### src/rtl/id_ex_pipe_reg.sv
// ID->EX pipeline register: valid/ready stage with a two-entry skid buffer, flush,
// NOP insertion on bubbles and a saturating stall counter.
//
// state   | meaning
// --------+--------------------------------------------
// S_EMPTY | nothing held, level 0
// S_FULL  | main entry valid, level 1
// S_SKID  | main and skid entries valid, level 2
module id_ex_pipe_reg #(
    parameter int                 OPC_W       = 8,
    parameter int                 MODE_W      = 2,
    parameter int                 DATA_W      = 16,
    parameter int                 REG_AW      = 4,
    parameter logic [OPC_W-1:0]   NOP_OPCODE  = 8'h00,
    parameter int                 STALL_CNT_W = 16
) (
    input  logic                   clk,
    input  logic                   rst_n,
    input  logic                   flush,
    input  logic                   in_valid,
    output logic                   in_ready,
    input  logic [OPC_W-1:0]       opcode_in,
    input  logic [MODE_W-1:0]      mode_in,
    input  logic [DATA_W-1:0]      op1_in,
    input  logic [DATA_W-1:0]      op2_in,
    input  logic [REG_AW-1:0]      wb_reg_in,
    output logic                   out_valid,
    input  logic                   out_ready,
    output logic [OPC_W-1:0]       opcode_out,
    output logic [MODE_W-1:0]      mode_out,
    output logic [DATA_W-1:0]      op1_out,
    output logic [DATA_W-1:0]      op2_out,
    output logic [REG_AW-1:0]      wb_reg_out,
    output logic [1:0]             level,
    output logic [STALL_CNT_W-1:0] stall_cnt
);

    // State encoding doubles as the occupancy count.
    typedef enum logic [1:0] {
        S_EMPTY = 2'd0,
        S_FULL  = 2'd1,
        S_SKID  = 2'd2
    } state_t;

    typedef struct packed {
        logic [OPC_W-1:0]  opc;
        logic [MODE_W-1:0] mode;
        logic [DATA_W-1:0] op1;
        logic [DATA_W-1:0] op2;
        logic [REG_AW-1:0] wb;
    } payload_t;

    state_t                 state_q, state_d;
    logic                   in_ready_q, in_ready_d;
    payload_t               main_q, main_d;
    payload_t               skid_q, skid_d;
    logic [STALL_CNT_W-1:0] stall_cnt_q, stall_cnt_d;

    payload_t in_pl;
    logic     accept;
    logic     drain;
    logic     main_valid;

    assign in_pl      = '{opc: opcode_in, mode: mode_in, op1: op1_in, op2: op2_in, wb: wb_reg_in};
    assign main_valid = (state_q != S_EMPTY);
    assign accept     = in_valid & in_ready_q;
    assign drain      = main_valid & out_ready;

    always_comb begin
        state_d     = state_q;
        main_d      = main_q;
        skid_d      = skid_q;
        stall_cnt_d = stall_cnt_q;

        case (state_q)
            S_EMPTY: begin
                if (accept) begin
                    state_d = S_FULL;
                    main_d  = in_pl;
                end
            end
            S_FULL: begin
                if (accept && drain) begin
                    main_d = in_pl;
                end else if (accept) begin
                    state_d = S_SKID;
                    skid_d  = in_pl;
                end else if (drain) begin
                    state_d = S_EMPTY;
                end
            end
            S_SKID: begin
                if (drain) begin
                    state_d = S_FULL;
                    main_d  = skid_q;
                end
            end
            default: state_d = S_EMPTY;
        endcase

        // Flush wins over any handshake; payload flops keep stale data, masked by valid.
        if (flush) begin
            state_d = S_EMPTY;
        end

        in_ready_d = (state_d != S_SKID);

        if (main_valid && !out_ready && (stall_cnt_q != {STALL_CNT_W{1'b1}})) begin
            stall_cnt_d = stall_cnt_q + STALL_CNT_W'(1);
        end
    end

    always_ff @(posedge clk or negedge rst_n) begin
        if (!rst_n) begin
            state_q     <= S_EMPTY;
            in_ready_q  <= 1'b1;
            main_q      <= '0;
            skid_q      <= '0;
            stall_cnt_q <= '0;
        end else begin
            state_q     <= state_d;
            in_ready_q  <= in_ready_d;
            main_q      <= main_d;
            skid_q      <= skid_d;
            stall_cnt_q <= stall_cnt_d;
        end
    end

    assign in_ready   = in_ready_q;
    assign out_valid  = main_valid;
    assign opcode_out = main_valid ? main_q.opc : NOP_OPCODE;
    assign wb_reg_out = main_valid ? main_q.wb : '0;
    assign mode_out   = main_q.mode;
    assign op1_out    = main_q.op1;
    assign op2_out    = main_q.op2;
    assign level      = state_q;
    assign stall_cnt  = stall_cnt_q;

endmodule

### config.mk
export PLATFORM = sky130hd
export DESIGN_NAME = id_ex_pipe_reg
export DESIGN_NICKNAME = d
export VERILOG_FILES = /design/src/rtl/id_ex_pipe_reg.sv
export SDC_FILE = /design/constraint.sdc
export NUM_CORES = 1
export LEC_CHECK = 0
export BUFFER_PORTS_ARGS = -buffer_cell sky130_fd_sc_hd__buf_2
export CAP_MARGIN = 0
export CORE_UTILIZATION = 58
export DETAILED_ROUTE_END_ITERATION = 7
export PLACE_DENSITY = 0.95
export SYNTH_ARGS = -nofsm -noshare
export SYNTH_HDL_FRONTEND = slang
export SYNTH_SLANG_ARGS = --single-unit
### constraint.sdc
create_clock -name clk -period 2.7 [get_ports clk]
set_input_delay 0.54 -clock clk [delete_from_list [all_inputs] [get_ports clk]]
set_output_delay 0.54 -clock clk [all_outputs]
set_load 0.05 [all_outputs]
---- Word level (Yosys, flattened, before mapping) ----
Index checks and enable logic that the tools add are counted.
operators by class
  mux-type cells .......................... 13
  eq/ne operators ......................... 7
  bitwise logic cells ..................... 3
  add/subtract/negate cells ............... 1
  reductions and logical operators ........ 9
operators with widths
  cell                                                                   number
  46-bit 2-to-1 mux                                                      3
  46-bit one-hot mux with 3 select lines                                 1
  16-bit by 1-bit adder with 16-bit output, second input constant        1
  16-bit inequality test, second input constant                          1
  2-bit 2-to-1 mux                                                       6
  8-bit 2-to-1 mux                                                       1
  2-bit inequality test, second input constant                           4
  2-bit one-hot mux with 3 select lines                                  1
  4-bit 2-to-1 mux                                                       1
  4-bit AND reduction                                                    1
  1-bit logical AND                                                      3
  3-bit AND reduction                                                    1
  3-bit nonzero test                                                     1
  1-bit AND                                                              2
  2-bit by 1-bit equality test with 1-bit output, second input constant  1
  2-bit equality test, second input constant                             1
  2-bit logical NOT                                                      1
  2-bit nonzero test                                                     1
  1-bit logical NOT                                                      1
  1-bit inverter                                                         1
storage, ports and cells
  flip-flop bits (word level) ............. 111
  input port bits ......................... 51
  logic and storage cells ................. 46
  output and inout bits ................... 66

---- Logic depth before layout (Yosys ltp) ----
  depth after elaboration ................. 8
  gate-level depth with buffers ........... 7
  depth with buffers taken out ............ 5

---- Least setup slack after synthesis ----
Ideal clock, no wire load.
  kind .................................... register -> output
  start ................................... register state_q[1], in the netlist level[1]
  end ..................................... output opcode_out[1]
  cell stages (with the launch flop) ...... 5
  required time ........................... 2.160 ns
  data arrival time ....................... 1.887 ns
  path buffers ............................ 2
  slack ................................... 0.273 ns
  path through ............................ dfrtp_1 > buf_4 > nor2_1 > clkbuf_1 > nor2b_1
on the way
  longest elaborated chain between the ends .. 2
ends and longest elaborated chain
  what                    RTL line  RTL
  start, declared         53        state_t state_q, state_d;
  start signal, assigned  121       state_q <= state_d;
  2-bit nonzero test      65        assign main_valid = (state_q != S_EMPTY);
  8-bit 2-to-1 mux        131       assign opcode_out = main_valid ? main_q.opc : NOP_OPCODE;
  end, declared           29        output logic [OPC_W-1:0] opcode_out,
Every way passes these cells.

---- Worst setup path after layout ----
Same ends and word-level chain as after synthesis.

==> impl_results.md <==
- Top cells by area, synth: dfrtp_1 (54%), mux2_2 (10%), nand2_1 (7.8%)
- CTS tree: done
- Yosys reg bits: 111
- VDD IR max: 425 µV
- Iteration-0 DRC Markers: 203
- Fmax: 430 MHz
- Sink Count: 111
- Post-CTS Resized: 0
- Syn nets: 538
- Fin. Hold Viols: 0
- Chip Width: 95.5 µm
- Final Cycle Share: 0.861
- Predominant post-synthesis flop cell: dfrtp_1
- Worst hold slack: 0.185 ns
- Number of diodes: 0
- Synthesized area per cell: 10.4 µm²
- CP delay by family, top: flip-flops
- Crit-path slowest cell: dfrtp_1
- First-pass GRT wire length: 16800 µm
- Pre-CTS setup slack: 0.533 ns
- Yosys warning count: 0
- Post-DP HPWL: 7310 µm
- CTS clock-pin slew for the worst setup and hold paths: 0.10 ns
- Vias/cell: 5.50
- # rows: 33
- Via count: 3689
- Share of Yosys cell area claimed by the top area cell type: 0.543
- Clk_lat worst skew: 0.36 ns
- CTS buffer count: 9
- Setup violators final: 0
- Core area: 0.00834 mm²
- Area growth, synth to finish: 12.3%
- Worst setup margin: 0.374 ns
- Area leader, netlist: dfrtp_1
- Number of port buffers: 116
- Outcome: completed
- Drt total wl: 10400 µm
- CP cell instances: nor2_1 -> buf_4 -> nor2b_1 -> buf_2
- Synth cell types: 36
- Clock skew: 0.0114 ns
- Initial antenna violation count: 1
- H-tree Lvls: 3
- Cells after Synth: 486
- Min-delay worst type: in2async
- PwrDens: 799 mW/mm²
- Fin crit period: 2.33 ns
- Post-synth EDFFs: 0
- GRT Total Usage: 0.243
- Asr flop ratio synth: 1.00
- GRT overflow: 0
- I/O Pins: 117
- Crit Path Class: reg2out
- Nets@finish: 613
- Synthesized area: 0.00507 mm²
- Drt first pass iters: 4
- WL per Instance: 15.5 µm
- Setup_tns: 0 ns
- Post-CTS Setup Bufs: 0
- Unrepaired setup endpoints after global routing: no
- Critical Path AT: 1.79 ns
- Crit-path max FO: 12
- Max-cap violation count: 0
- Placer Congestion: 0.733
- Crit-path max cell delay: 0.62 ns
- CP Capture Type: output pin
- CTS root buffer: clkbuf_8
- Final antenna-violating net count: 0
- Data required, critical path: 2.16 ns
- Max_slew headroom: 0.451
- DRC Markers: 0
- Initial core utilization: 0.608
- Clock buffer depth: 2
- DIE AREA: 0.00912 mm²
- Worst-margin pin slew: 0.823 ns
- Layout filler cell count: 612
- Leakage power: 2.69 nW
- Layout cells sized above 1: 0.348
- Buf/Inv on CP: 2
- Cts hold-fix bufs: 0
- Vias in the first global route: 3653
- Die Span Y: 95.5 µm
- Pin count of the biggest net entering global routing: 51
- Crit path launch type: flop
- Share of the yosys chip area belonging to registers: 0.548
- Number of max-slew violations in the final report: 0
worst register-to-register path: stages, from the launching register on:
cell and delay (ns):
dfrtp_1 0.54, and2b_1 0.26, nor3b_2 0.22, buf_4 0.45, mux2_2 0.43
layout make-up:
cell class,count,area (µm²),area share
Clock inverter,6,68.8,0.0121
Timing Repair Buffer,125,663,0.116
Sequential cell,111,2780,0.488
Tap cell,105,131,0.0231
Clock buffer,10,138,0.0242
Multi-Input combinational cell,312,1910,0.335
Inverter,2,7.51,0.00132
cell usage after synthesis, drive strengths merged, types with 2 or more instances:
master,number
inv,2
a31oi,46
xnor2,5
and3,3
nand4,5
buf,52
nor3,6
nor2b,13
nand3,3
nand2,106
xor2,10
mux2,46
dfrtp,110
nor4,3
nor2,50
clkbuf,9
final timing paths:
| check | start | to | slack (ns) | depth (start not counted) |
|---|---|---|---|---|
| max in group asynchronous | rst_n | in_ready | 1.79 | 2 |
| min reg2reg | stall_cnt[15] | stall_cnt[15] | 0.51 | 1 |
| max | level[1] | opcode_out[1] | 0.37 | 4 |
| max reg2reg | level[0] | skid_q[33] | 0.70 | 4 |
| min | rst_n | skid_q[19] | 0.19 | 1 |
| min in group clk | flush | level[0] | 0.35 | 2 |
routing by layer:
metal / track usage / part of all wire / wire length (µm) / vias to the layer above
met2: 0.418 / 0.51 / 5260 / 114
met5: 0 / 0.0011 / 11 / -
met1: 0.298 / 0.42 / 4350 / 1809
li1: - / - / - / 1754
met4: 0.0908 / 0.011 / 111 / 2
met3: 0.0534 / 0.063 / 651 / 10
cell families after synthesis:
logic type,after synthesis,share of synthesized area
and+or+nand+nor,196,0.166
DFF,111,0.548
buffers and inverters,63,0.0812
AOI/OAI and AO/OA,53,0.0728
muxes,47,0.104
xor gates and xnor gates,15,0.0259
adders and majority gates,1,0.00247
flip-flops by register name (all words and copies together), names as in the netlist:
name,cells
main_q,12
stall_cnt,16
op1_out,16
skid_q,46
level,2
in_ready,1
mode_out,2
op2_out,16
power breakdown:
group          switching [mW]  leakage [nW]  internal, mW
combinational           0.861          1.28         0.428
clock                   0.556         0.103         0.460
sequential              0.228          1.31          2.02
total                    1.64          2.69          2.91
cells in the final DEF (no fill, tap or decap), types with 2 or more instances in the layout:
cell type / Yosys / routed
nor2_1: 50 / 50
nand2_1: 106 / 106
xor2_1: 10 / 10
nor3_1: 6 / 6
mux2_2: 46 / 46
and3_1: 2 / 2
clkbuf_8: 0 / 10
buf_2: 8 / 115
buf_4: 44 / 9
nand4_1: 4 / 4
xnor2_1: 5 / 5
nand3_1: 3 / 3
nor2b_1: 13 / 12
dfrtp_1: 110 / 110
a31oi_1: 46 / 46
nor4_1: 3 / 3
clkinv_4: 0 / 2
inv_1: 2 / 2
metrics by stage:
step | instance area (µm²) | power (mW) | std cells | util
4_1_cts | 5700 | 4.60 | 671 | 0.683
2_1_floorplan | 5070 | 3.34 | 486 | -
6_report | 5700 | 4.56 | 671 | 0.683
3_5_place_dp | 5490 | 3.58 | 655 | 0.658
5_1_grt | 5700 | 4.78 | 671 | 0.683
3_3_place_gp | 5490 | 3.50 | 655 | 0.658
No activity file was read; power rests on OpenSTA's default activity.
